File: config.mk
export PLATFORM = sky130hd
export DESIGN_NAME = cam_px_capture
export DESIGN_NICKNAME = d
export VERILOG_FILES = /design/src/rtl/cam_px_capture.sv
export SDC_FILE = /design/constraint.sdc
export NUM_CORES = 1
export LEC_CHECK = 0
export ABC_CLOCK_PERIOD_IN_PS = 3400
export BUFFER_PORTS_ARGS = -buffer_cell sky130_fd_sc_hd__clkbuf_2
export CAP_MARGIN = 30
export CORE_ASPECT_RATIO = 1.1
export CORE_MARGIN = 10
export CORE_UTILIZATION = 55
export CTS_BUF_LIST = sky130_fd_sc_hd__clkbuf_8
export DETAILED_ROUTE_END_ITERATION = 6
export PLACE_DENSITY_LB_ADDON = 0.2
export SYNTH_ARGS = -nofsm -noshare
export SYNTH_HDL_FRONTEND = slang
export SYNTH_SLANG_ARGS = --single-unit
File: constraint.sdc
create_clock -name pclk -period 3.4 [get_ports pclk]
set_input_delay 0.34 -clock pclk [delete_from_list [all_inputs] [get_ports pclk]]
set_output_delay 0.34 -clock pclk [all_outputs]
set_load 0.01 [all_outputs]
File: src/rtl/cam_px_capture.sv
// OV7670 pixel receiver: RGB565 byte pairs -> RGB444 frame-buffer writes.
// Build option CAM_TESTPAT_EN replaces camera data with colour bars.
module cam_px_capture #(
  parameter int IMG_W = 160,
  parameter int IMG_H = 120,
  parameter int AW    = 15
) (
  input  logic          pclk,
  input  logic          rst,
  input  logic          CAM_vsync,
  input  logic          CAM_href,
  input  logic [7:0]    CAM_px_data,
  output logic [AW-1:0] DP_RAM_addr,
  output logic [11:0]   DP_RAM_data,
  output logic          DP_RAM_we,
  output logic          frame_done
);

  localparam int CWN = $clog2(IMG_W + 1);
  localparam int CW  = (CWN < 8) ? 8 : CWN;
  localparam int LW  = $clog2(IMG_H + 1);

  localparam logic [CW-1:0] COL_MAX  = CW'(IMG_W);
  localparam logic [LW-1:0] LINE_MAX = LW'(IMG_H);
  localparam logic [AW-1:0] ADDR_MAX = AW'(IMG_W * IMG_H - 1);

  localparam logic [2:0] ST_SYNC   = 3'd0;
  localparam logic [2:0] ST_VBLANK = 3'd1;
  localparam logic [2:0] ST_HWAIT  = 3'd2;
  localparam logic [2:0] ST_BYTE1  = 3'd3;
  localparam logic [2:0] ST_BYTE2  = 3'd4;

  logic [2:0]    state;
  logic [2:0]    state_d;
  logic [CW-1:0] col;
  logic [LW-1:0] line;
  logic [7:0]    byte1;
  logic          pend;
  logic [11:0]   pend_data;
  logic [AW-1:0] pend_addr;

  logic in_sync;
  logic in_vblank;
  logic in_hwait;
  logic in_b1;
  logic in_b2;

  logic take_b1;
  logic take_b2;
  logic line_end;
  logic abort;
  logic clr_frame;

  logic          store_ok;
  logic [11:0]   px_word;
  logic [AW-1:0] px_addr;

  assign in_sync   = (state == ST_SYNC);
  assign in_vblank = (state == ST_VBLANK);
  assign in_hwait  = (state == ST_HWAIT);
  assign in_b1     = (state == ST_BYTE1);
  assign in_b2     = (state == ST_BYTE2);

  always_comb begin
    state_d   = state;
    take_b1   = 1'b0;
    take_b2   = 1'b0;
    line_end  = 1'b0;
    abort     = 1'b0;
    clr_frame = 1'b0;
    unique case (1'b1)
      in_sync: begin
        if (CAM_vsync) state_d = ST_VBLANK;
      end
      in_vblank: begin
        if (!CAM_vsync) begin
          clr_frame = 1'b1;
          state_d   = ST_HWAIT;
        end
      end
      in_hwait: begin
        if (CAM_vsync) begin
          abort   = 1'b1;
          state_d = ST_VBLANK;
        end else if (CAM_href) begin
          take_b1 = 1'b1;
          state_d = ST_BYTE2;
        end
      end
      in_b1: begin
        if (CAM_vsync) begin
          abort   = 1'b1;
          state_d = ST_VBLANK;
        end else if (CAM_href) begin
          take_b1 = 1'b1;
          state_d = ST_BYTE2;
        end else begin
          line_end = 1'b1;
          state_d  = ST_HWAIT;
        end
      end
      in_b2: begin
        if (CAM_vsync) begin
          abort   = 1'b1;
          state_d = ST_VBLANK;
        end else if (CAM_href) begin
          take_b2 = 1'b1;
          state_d = ST_BYTE1;
        end else begin
          line_end = 1'b1;
          state_d  = ST_HWAIT;
        end
      end
      default: state_d = ST_SYNC;
    endcase
  end

  assign store_ok = (col < COL_MAX) && (line < LINE_MAX);
  assign px_addr  = AW'(line) * AW'(IMG_W) + AW'(col);

`ifdef CAM_TESTPAT_EN
  logic unused_px;
  assign unused_px = ^{CAM_px_data, byte1};
  assign px_word = {{4{col[7]}}, {4{col[6]}}, {4{col[5]}}};
`else
  logic unused_px;
  assign unused_px = ^{byte1[3], CAM_px_data[6:5], CAM_px_data[0]};
  // Keep the top bits of each RGB565 field; lower bits are truncated
  assign px_word = {byte1[7:4], byte1[2:0], CAM_px_data[7],
                    CAM_px_data[4:1]};
`endif

  always_ff @(posedge pclk) begin
    if (rst) begin
      state       <= ST_SYNC;
      col         <= '0;
      line        <= '0;
      byte1       <= '0;
      pend        <= 1'b0;
      pend_data   <= '0;
      pend_addr   <= '0;
      DP_RAM_addr <= '0;
      DP_RAM_data <= '0;
      DP_RAM_we   <= 1'b0;
      frame_done  <= 1'b0;
    end else begin
      state      <= state_d;
      frame_done <= abort;
      DP_RAM_we  <= pend;
      pend       <= take_b2 && store_ok;

      if (take_b1) byte1 <= CAM_px_data;

      if (take_b2) begin
        pend_data <= px_word;
        pend_addr <= px_addr;
        col       <= (col == COL_MAX) ? col : col + 1'b1;
      end

      if (line_end) begin
        col  <= '0;
        line <= (line == LINE_MAX) ? line : line + 1'b1;
      end

      if (DP_RAM_we && (DP_RAM_addr != ADDR_MAX))
        DP_RAM_addr <= DP_RAM_addr + 1'b1;

      // Write lands one pclk after the second byte is sampled
      if (pend) begin
        DP_RAM_addr <= pend_addr;
        DP_RAM_data <= pend_data;
      end

      if (clr_frame) begin
        DP_RAM_addr <= '0;
        col         <= '0;
        line        <= '0;
      end
    end
  end

endmodule
==> results of run 1 <==
[cells by family (layout without fill, tap and decap cells)]
group           Yosys count  in the layout  share of synthesized area, %
mux                      23             23                          5.81
fa+ha+maj                20             20                          6.69
simple gates            168            168                          20.7
buf+inv                  33             71                          3.54
flops                    82             82                          41.4
xor+xnor                 32             32                          7.07
compound gates           82             82                          14.7
[worst min-delay path: cells and delay by family]
| kind | cells | cell delay (ps) |
|---|---|---|
| AND/OR/NAND/NOR | 1 | 70 |
| multiplexers | 1 | 50 |
| buffers and inverters | 1 | 70 |
[routing by layer]
metal  GRT usage (%)  up-vias  share of wire (%)
li1                -     1600                  -
met1            19.2     1459                 46
met2            24.6       42                 48
met3            4.49       13                4.9
met4            5.38        0                1.4
met5               0        -                  0
[cell usage after synthesis, types with 2 or more instances]
master     number  share of area [%]
a21oi_1        33                4.2
dfxtp_1        82                 41
nor3b_1         2               0.38
a211oi_1       10                1.9
a21o_1          2               0.38
o211ai_1        2               0.38
o21ai_0        14                1.8
and3_1          4               0.63
nor3_1          5               0.63
nor4b_1         2               0.44
o21ba_2         3               0.76
xnor2_1        17                3.8
or2_2           2               0.32
nand4_1         9                1.4
or3_1           2               0.32
nor2b_1         3               0.47
nor4_2          2               0.63
a211oi_2        2               0.63
and2_1          2               0.32
o21a_1          2               0.38
nand2_1        50                4.7
nand3_1         8                1.0
inv_1          11                1.0
fa_1            2                1.0
or4_1           2               0.38
xor2_1         15                3.3
ha_1           18                5.7
clkbuf_1       13                1.2
buf_2           7               0.88
nor2_1         58                5.5
a311oi_1        3               0.66
o211a_1         2               0.51
o2111ai_1       2               0.44
mux2i_1        23                5.8
nand2b_1        6               0.95
[power by group]
group / total (mW) / internal (mW) / switching (mW)
registers: 0.965 / 0.962 / 0.00339
clock network: 0.890 / 0.506 / 0.384
logic: 0.0412 / 0.0129 / 0.0284
[sequential cells by signal, indices dropped and copies added, names as in the netlist]
name,cells
DP_RAM_addr,15
DP_RAM_data,12
DP_RAM_we,1
byte1,7
col,8
frame_done,1
line,7
pend,1
pend_addr,15
pend_data,12
state,3
[worst paths after layout]
check,startpoint,to,slack (ps),cells past startpoint
worst max-delay path,line[1],pend_addr[13],750,8
worst min register to register,pend_addr[2],pend_addr[2],450,2
worst max register to register,line[1],pend_addr[13],750,8
worst min-delay path,CAM_px_data[0],byte1[0],210,3
[through the flow]
step	total power [mW]	cells
final	1.90	563
after global routing	1.96	563
after CTS	1.91	563
after detailed placement	1.03	547
after global placement	1.03	547
after floorplan	1.01	440
[layout make-up]
class                      count  area [um^2]  area share, %
multi-input combinational    325         2190           49.0
sequential                    82         1640           36.8
timing repair buffer          44          230           5.15
clock inverter                 7          133           2.97
clock buffer                   9          124           2.77
tap                           85          106           2.38
inverter                      11         41.3          0.924
==> out/results.txt, run 1 <==
Status -> completed
Worst setup margin -> 750 ps
Die Area -> 11,000 um^2
Final min period -> 2650 ps
Commonest cells after routing, fill and taps aside -> dfxtp_1 (82), nor2_1 (58), nand2_1 (50)
Gr usage total -> 15.3%
Post-Layout Inst Area -> 4470 um^2
Num rows -> 32
CTS tree -> yes
Final Cycle Share -> 78.0%
Initial Util -> 56.6%
Worst Path Arrival -> 2940 ps
CP peak stage delay -> 450 ps
Via count -> 3,114
Drt first pass iters -> 4
Worst Hold Class -> in -> reg
Filler cells -> 597
Port Buffers -> 40
Final Hold Violating Endpoints -> 0
Io pins -> 41
Commonest non-fill, non-tap cell in the layout -> dfxtp_1
Post-synth ARST share -> 0%
Fmax -> 377 MHz
Antenna-violating nets left -> 0
Clk slew on worst S/H paths -> 90 ps
Largest net degree at the start of global routing -> 54
RSZ-0062 raised after global routing -> no
Synth warn -> 0
Initial antenna violation count -> 0
Post-synth cell types -> 55
Pwr dens -> 424 nW/um^2
Core Region -> 7010 um^2
Vias in the first global route -> 3,094
Setup Crit Path Kind -> reg -> reg
Max FO, Critical Path -> 6
Static Leak -> 1.68 nW
Total gr overflow -> 0
Post_cts resized -> 0
Drt total wl -> 8170 um
Synth Net Count -> 472
Clk root buf -> clkbuf_8
VDD IR max -> 0.000287 V
WP data required -> 3690 ps
Syn_area_per_cell -> 9.01 um^2
Crit path launch type -> register
Mapped Area -> 3960 um^2
CTS Buf Count -> 9
N_diodes -> 0
Dpl hpwl -> 5730 um
Tightest Pin Transition -> 744 ps
Die Height -> 109 um
Max-cap violations -> 0
Mapped Cells -> 440
Leading register cell type out of synthesis -> dfxtp_1
Top delay family on crit path -> adder cells
Post-CTS setup buffers -> 0
Fin Setup TNS -> 0 ps
Vias/cell -> 5.53
Finish-stage setup viols -> 0
Number of synthesized register bits -> 82
Max-slew headroom -> 50.4%
Routability-driven placement congestion ratio -> 0.827
Die Width -> 101 um
First-pass GRT wire length -> 14,000 um
DR WL/cell -> 14.5 um
# H-tree levels -> 3
Most used cell, CP -> ha_1
Layout Skew -> 8.59 ps
Iteration-0 DRC Markers -> 151
Post-synthesis sequential area ratio -> 41.4%
Clk_lat worst skew -> 360 ps
Worst-path cell chain -> ha_1 > ha_1 > fa_1 > xor2_1 > o2111ai_1 > nor4_2 > xnor2_1 > a211oi_2
Worst Path Buf+Inv -> 0
Placed inst area -> 4210 um^2
Util after Layout -> 63.7%
Post-synth EDFFs -> 0
CTS Sinks -> 82
Nature of the critical path endpoint -> register
Share of cells above drive strength 1 -> 15.5%
Worst Hold Margin -> 209 ps
Final net count -> 505
Pre-CTS setup slack -> 747 ps
Clk buf depth -> 2
P&R area growth vs syn -> 12.7%
Slew Limit Fails -> 0
Hold buffers post-CTS -> 0
Critical path's slowest cell -> dfxtp_1
Residual DRC -> 0
(Power assumes the default switching activity.)
==> run 2, diff against run 1 <==
--- a/config.mk
+++ b/config.mk
@@ -5,7 +5,7 @@
 export SDC_FILE = /design/constraint.sdc
 export NUM_CORES = 1
 export LEC_CHECK = 0
-export ABC_CLOCK_PERIOD_IN_PS = 3400
+export ABC_CLOCK_PERIOD_IN_PS = 2300
 export BUFFER_PORTS_ARGS = -buffer_cell sky130_fd_sc_hd__clkbuf_2
 export CAP_MARGIN = 30
 export CORE_ASPECT_RATIO = 1.1
==> constraint.sdc (replaced) <==
create_clock -name pclk -period 2.3 [get_ports pclk]
set_input_delay 0.23 -clock pclk [delete_from_list [all_inputs] [get_ports pclk]]
set_output_delay 0.23 -clock pclk [all_outputs]
set_load 0.01 [all_outputs]
==> run 2 against run 1 <==
Compared with the run above:
- setup slack worse by 650 ps
- total power up 33%
- register-to-register slack worse by 650 ps
- die area unchanged
==> out/results.txt, run 2 (synthesized netlist as in run 1, its figures left out) <==
Hold Path Sink -> pend_data[0]
P&R area growth vs syn -> 16.1%
R2R Path End -> pend_addr[13]
Dpl cells -> 555 (+1.5%)
Pwr dens -> 548 nW/um^2 (+29%)
Pwr Total -> 2.52 mW (+33%)
Util after Layout -> 65.7% (+1.9 points)
Die Area -> 11,000 um^2 (unchanged)
Critical path's slowest cell -> fa_2
VDD IR max -> 0.000425 V (+48%)
Placed inst area -> 4300 um^2 (+2.1%)
Fmax -> 455 MHz (+21%)
Crit path launch type -> register
Final net count -> 515 (+2.0%)
Worst Hold Depth -> 3 (unchanged)
Static Leak -> 1.69 nW (+0.80%)
Drt total wl -> 8380 um (+2.5%)
First-pass GRT wire length -> 13,800 um (-1.9%)
Largest net degree at the start of global routing -> 53 (-1.9%)
Commonest non-fill, non-tap cell in the layout -> dfxtp_1
Post-route insts no fill -> 573 (+1.8%)
Clk buf depth -> 2 (unchanged)
Max-cap violations -> 0 (unchanged)
Final min period -> 2200 ps (-455 ps)
Clk root buf -> clkbuf_8
Fin Setup TNS -> 0 ps (unchanged)
Worst-path cell chain -> ha_4 > ha_4 > fa_2 > xor2_2 > o2111ai_2 > nor4_2 > xnor2_1 > a211oi_2
# H-tree levels -> 3 (unchanged)
RR Startpoint -> line[1]
WP data required -> 2530 ps (-1160 ps)
Commonest cells after routing, fill and taps aside -> dfxtp_1 (78), nor2_1 (58), nand2_1 (50)
Top delay family on crit path -> adder cells
Seq. cell area -> 1650 um^2 (+0.31%)
Clk_lat worst skew -> 360 ps (about the same)
Most used cell, CP -> ha_4
Dpl hpwl -> 5710 um (-0.38%)
Slew Limit Fails -> 0 (unchanged)
Via count -> 3,147 (+1.1%)
Filler cells -> 587 (-1.7%)
Setup Crit Path Kind -> reg -> reg
Flop2flop setup slack -> 100 ps (-650 ps)
Gr usage total -> 15.0% (-0.37 points)
Worst Hold Class -> in -> reg
Initial antenna violation count -> 0 (unchanged)
N_diodes -> 0 (unchanged)
Num rows -> 32 (unchanged)
DR WL/cell -> 14.6 um (+0.72%)
Post-Layout Inst Area -> 4600 um^2 (+3.0%)
Die Width -> 101 um (unchanged)
CTS Sinks -> 82 (unchanged)
R2R cell count -> 8 (unchanged)
Vias in the first global route -> 3,039 (-1.8%)
Die Height -> 109 um (unchanged)
Drt first pass iters -> 4 (unchanged)
Iteration-0 DRC Markers -> 133 (-12%)
Total gr overflow -> 0 (unchanged)
Core Region -> 7010 um^2 (unchanged)
Multi-input logic area -> 2300 um^2 (+4.9%)
Initial Util -> 56.6% (unchanged)
Clk slew on worst S/H paths -> 100 ps (about the same)
Final Hold Violating Endpoints -> 0 (unchanged)
Residual DRC -> 0 (unchanged)
Nature of the critical path endpoint -> register
Max-slew headroom -> 50.0% (-0.48 points)
Antenna-violating nets left -> 0 (unchanged)
Status -> completed
CP peak stage delay -> 400 ps (-50 ps)
Final Cycle Share -> 95.5% (+18 points)
Io pins -> 41 (unchanged)
Tightest Pin Transition -> 751 ps (+7.14 ps)
Finish-stage setup viols -> 0 (unchanged)
Port Buffers -> 40 (unchanged)
CTS Buf Count -> 9 (unchanged)
Routability-driven placement congestion ratio -> 0.816 (-1.4%)
Worst Path Buf+Inv -> 0 (unchanged)
Worst Hold Launch -> CAM_px_data[1]
Layout Skew -> 10.6 ps (+1.98 ps)
Worst Path Arrival -> 2420 ps (-520 ps)
CTS tree -> yes
Max FO, Critical Path -> 3 (-3)
Share of cells above drive strength 1 -> 20.5% (+5.0 points)
Biggest regs -> DP_RAM_addr x15, pend_addr x15
Vias/cell -> 5.49 (-0.70%)
## run 2: cell type report
type	count	share of cell area [%]
repair buffers	54	6.91
well taps	85	2.31
clock buffers	9	2.69
inverters	11	0.897
multi-input cells	325	49.9
clock inverters	7	1.50
flip-flops and latches	82	35.8
## run 2: metrics by stage
| step | setup slack (ps) | hold WS, ps |
|---|---|---|
| 3_3_place_gp | -21.8 | 436 |
| 2_1_floorplan | 24.5 | 307 |
| 3_5_place_dp | -75.3 | 444 |
| 5_1_grt | -20.9 | 83.6 |
| 6_report | 104 | 93.4 |
| 4_1_cts | 0.198 | 78.8 |
## run 2: power breakdown
group | leakage (nW) | switching [mW] | internal, mW
logic | 0.938 | 0.0425 | 0.0192
clock network | 0.0933 | 0.608 | 0.424
registers | 0.663 | 0.00487 | 1.42
## run 2: worst max-delay path by stage
stage                       start             to  slack (ps)  cells past startpoint
after floorplan           line[3]  pend_addr[14]          20                      7
after global placement    line[3]  pend_addr[14]         -20                      7
after detailed placement  line[1]  pend_addr[14]         -80                      7
after CTS                 line[1]  pend_addr[13]         0.2                      8
after global routing      line[0]  pend_addr[13]         -20                      9
final                     line[1]  pend_addr[13]         100                      8
## run 2: worst register-to-register path, delay by kind of cell, from the launching register on
family | cells | cell delay [ps]
AOI/OAI and AO/OA | 2 | 240
and+or+nand+nor | 1 | 290
xor gates and xnor gates | 2 | 390
adders and majority gates | 3 | 800
DFF | 1 | 350
## run 2: metal layers
layer  track usage (%)  vias to the layer above  part of all wire [%]
met5                 0                        -                     0
met4              5.48                        0                   1.4
met3              3.54                       11                   4.1
met2              23.4                       46                    48
met1              19.6                     1475                    46
li1                  -                     1615                     -
## run 2: what timing repair did
item / 4_1_cts / 5_1_grt
resized for setup: 5 / 12
buffers inserted: 1 / 1
pin swaps: 4 / 8
setup endpoints to repair: 3 / 3
hold buffers: 0 / 0
hold endpoints to repair: 0 / 0
==> run 3, diff against run 2 <==
--- a/config.mk
+++ b/config.mk
@@ -5,7 +5,6 @@
 export SDC_FILE = /design/constraint.sdc
 export NUM_CORES = 1
 export LEC_CHECK = 0
-export ABC_CLOCK_PERIOD_IN_PS = 2300
 export BUFFER_PORTS_ARGS = -buffer_cell sky130_fd_sc_hd__clkbuf_2
 export CAP_MARGIN = 30
 export CORE_ASPECT_RATIO = 1.1
@@ -14,6 +13,7 @@
 export CTS_BUF_LIST = sky130_fd_sc_hd__clkbuf_8
 export DETAILED_ROUTE_END_ITERATION = 6
 export PLACE_DENSITY_LB_ADDON = 0.2
+export REMOVE_ABC_BUFFERS = 1
 export SYNTH_ARGS = -nofsm -noshare
 export SYNTH_HDL_FRONTEND = slang
 export SYNTH_SLANG_ARGS = --single-unit
==> run 3 against run 2 <==
Compared with the run above:
- the run now ends with negative setup slack left
- setup slack worse by 150 ps
- first-iteration DRC count rose by 12%
- register-to-register slack got worse by 150 ps
- combinational power is 2% higher
- clock skew up 5.1 ps
- die area unchanged
- clock power increased by 5%
- design area increased by 2.3%
- largest cell class unchanged
- largest power group unchanged
==> out/results.txt, run 3 (synthesized netlist as in run 1, its figures left out) <==
Nature of the critical path endpoint -> register
Clk root buf -> clkbuf_8
Worst-path cell chain -> ha_4 > ha_4 > fa_2 > buf_6 > xor2_4 > o21ai_2 > nor4_2 > buf_4 > nand3_1 > a311oi_1
Die Height -> 109 um (unchanged)
# H-tree levels -> 3 (unchanged)
First-pass GRT wire length -> 13,800 um (-0.10%)
Static Leak -> 1.73 nW (+2.4%)
Commonest cells after routing, fill and taps aside -> dfxtp_1 (79), nor2_1 (58), nand2_1 (50)
Worst Path Arrival -> 2610 ps (+190 ps)
Setup Crit Path Kind -> reg -> reg
DR WL/cell -> 13.9 um (-4.7%)
Gr usage total -> 14.9% (-0.070 points)
Final Cycle Share -> 102% (+6.4 points)
N_diodes -> 0 (unchanged)
Slew Limit Fails -> 0 (unchanged)
Critical path's slowest cell -> fa_2
Antenna-violating nets left -> 0 (unchanged)
Num rows -> 32 (unchanged)
Io pins -> 41 (unchanged)
Dpl hpwl -> 5830 um (+2.1%)
Pwr Total -> 2.57 mW (+1.9%)
Via count -> 3,184 (+1.2%)
RSZ-0062 raised after global routing -> yes
Met3 usage -> 3.86% (+0.32 points)
Final min period -> 2340 ps (+147 ps)
Clk slew on worst S/H paths -> 90 ps (about the same)
Worst Hold Class -> in -> reg
Worst setup margin -> -42.4 ps (-147 ps)
Max FO, Critical Path -> 3 (unchanged)
M1 GR Usage -> 17.9% (-1.7 points)
Met2 Usage GRT -> 24.7% (+1.3 points)
Port Buffers -> 40 (unchanged)
Commonest non-fill, non-tap cell in the layout -> dfxtp_1
Final net count -> 521 (+1.2%)
Total gr overflow -> 0 (unchanged)
Die Width -> 101 um (unchanged)
Max-slew headroom -> 59.4% (+9.4 points)
CTS Sinks -> 82 (unchanged)
Tightest Pin Transition -> 608 ps (-142 ps)
Final Hold Violating Endpoints -> 0 (unchanged)
Status -> finished, violations left
Biggest regs -> DP_RAM_addr x15, pend_addr x15
Drt first pass iters -> 4 (unchanged)
Clk_lat worst skew -> 360 ps (about the same)
Vias/cell -> 5.50 (+0.13%)
CTS Buf Count -> 9 (unchanged)
Post-route insts no fill -> 579 (+1.0%)
Hold buffers post-CTS -> 0 (unchanged)
Failing checks -> negative setup slack
Iteration-0 DRC Markers -> 149 (+12%)
Post-Layout Inst Area -> 4710 um^2 (+2.3%)
Pre-CTS setup slack -> -105 ps (-30.1 ps)
Largest net degree at the start of global routing -> 43 (-19%)
Dpl cells -> 561 (+1.1%)
Core Region -> 7010 um^2 (unchanged)
Placed inst area -> 4330 um^2 (+0.70%)
CP peak stage delay -> 370 ps (-30 ps)
CTS tree -> yes
Share of cells above drive strength 1 -> 21.9% (+1.4 points)
Max-cap violations -> 0 (unchanged)
Most used cell, CP -> ha_4
Drt total wl -> 8070 um (-3.7%)
VDD IR max -> 0.000359 V (-16%)
Pwr dens -> 546 nW/um^2 (-0.36%)
Initial antenna violation count -> 0 (unchanged)
Clk buf depth -> 2 (unchanged)
Residual DRC -> 0 (unchanged)
Die Area -> 11,000 um^2 (unchanged)
Initial Util -> 56.6% (unchanged)
Fmax -> 427 MHz (-6.3%)
Filler cells -> 579 (-1.4%)
Layout Skew -> 15.6 ps (+5.06 ps)
Vias in the first global route -> 3,125 (+2.8%)
Finish-stage setup viols -> 3 (+3)
P&R area growth vs syn -> 18.8%
Routability-driven placement congestion ratio -> 0.863 (+5.7%)
Crit path launch type -> register
WP data required -> 2560 ps (+30 ps)
Most Used Layer, Global Route -> met2
## run 3: routing by layer
layer	up-vias	part of all wire, %
li1	1628	-
met1	1491	46
met2	52	47
met3	13	4.8
met4	0	1.5
met5	-	0
## run 3: path summary, 6_finish.rpt
kind | start | to | slack, ps | cells past startpoint
hold / removal | CAM_px_data[3] | pend_data[2] | 90 | 3
setup reg to reg | line[3] | pend_addr[14] | -40 | 10
hold reg to reg | byte1[7] | pend_data[11] | 450 | 2
setup / recovery | line[3] | pend_addr[14] | -40 | 10
## run 3: area by class of cell
cell class,instances,area [um^2],share of cell area (%)
clock buffer,10,138,2.92
clock inverter,6,68.8,1.46
inverter,11,41.3,0.877
multi-input combinational,325,2340,49.7
sequential,82,1650,34.9
tap,85,106,2.26
timing repair buffer,60,367,7.79
## run 3: power by group
| group | internal [mW] | total, mW | switching, mW |
|---|---|---|---|
| logic | 0.0207 | 0.0628 | 0.0421 |
| registers | 1.42 | 1.43 | 0.00502 |
| clock network | 0.541 | 1.08 | 0.539 |
| total | 1.98 | 2.57 | 0.586 |
## run 3: worst max-delay path, delay by kind of cell (launching register included)
| kind | cells | cell delay, ps |
|---|---|---|
| buffers and inverters | 2 | 310 |
| adders and majority gates | 3 | 770 |
| DFF | 1 | 340 |
| xor gates and xnor gates | 1 | 220 |
| and+or+nand+nor | 2 | 320 |
| AOI/OAI and AO/OA | 2 | 300 |
## run 3: timing repair
item | 4_1_cts | 5_1_grt
setup endpoints to repair | 3 | 4
resized for setup | 6 | 19
setup buffers | 0 | 2
pin swaps | 1 | 13
## run 3: through the flow
stage | setup TNS (ps) | util, % | hold WS (ps)
finish | -81.0 | 67.2 | 88.5
global route | -341 | 67.2 | 94.2
CTS | 0 | 65.4 | 74.6
detailed placement | -284 | 61.8 | 443
global placement | -36.4 | 61.8 | 437
floorplan | -10170 | - | 295
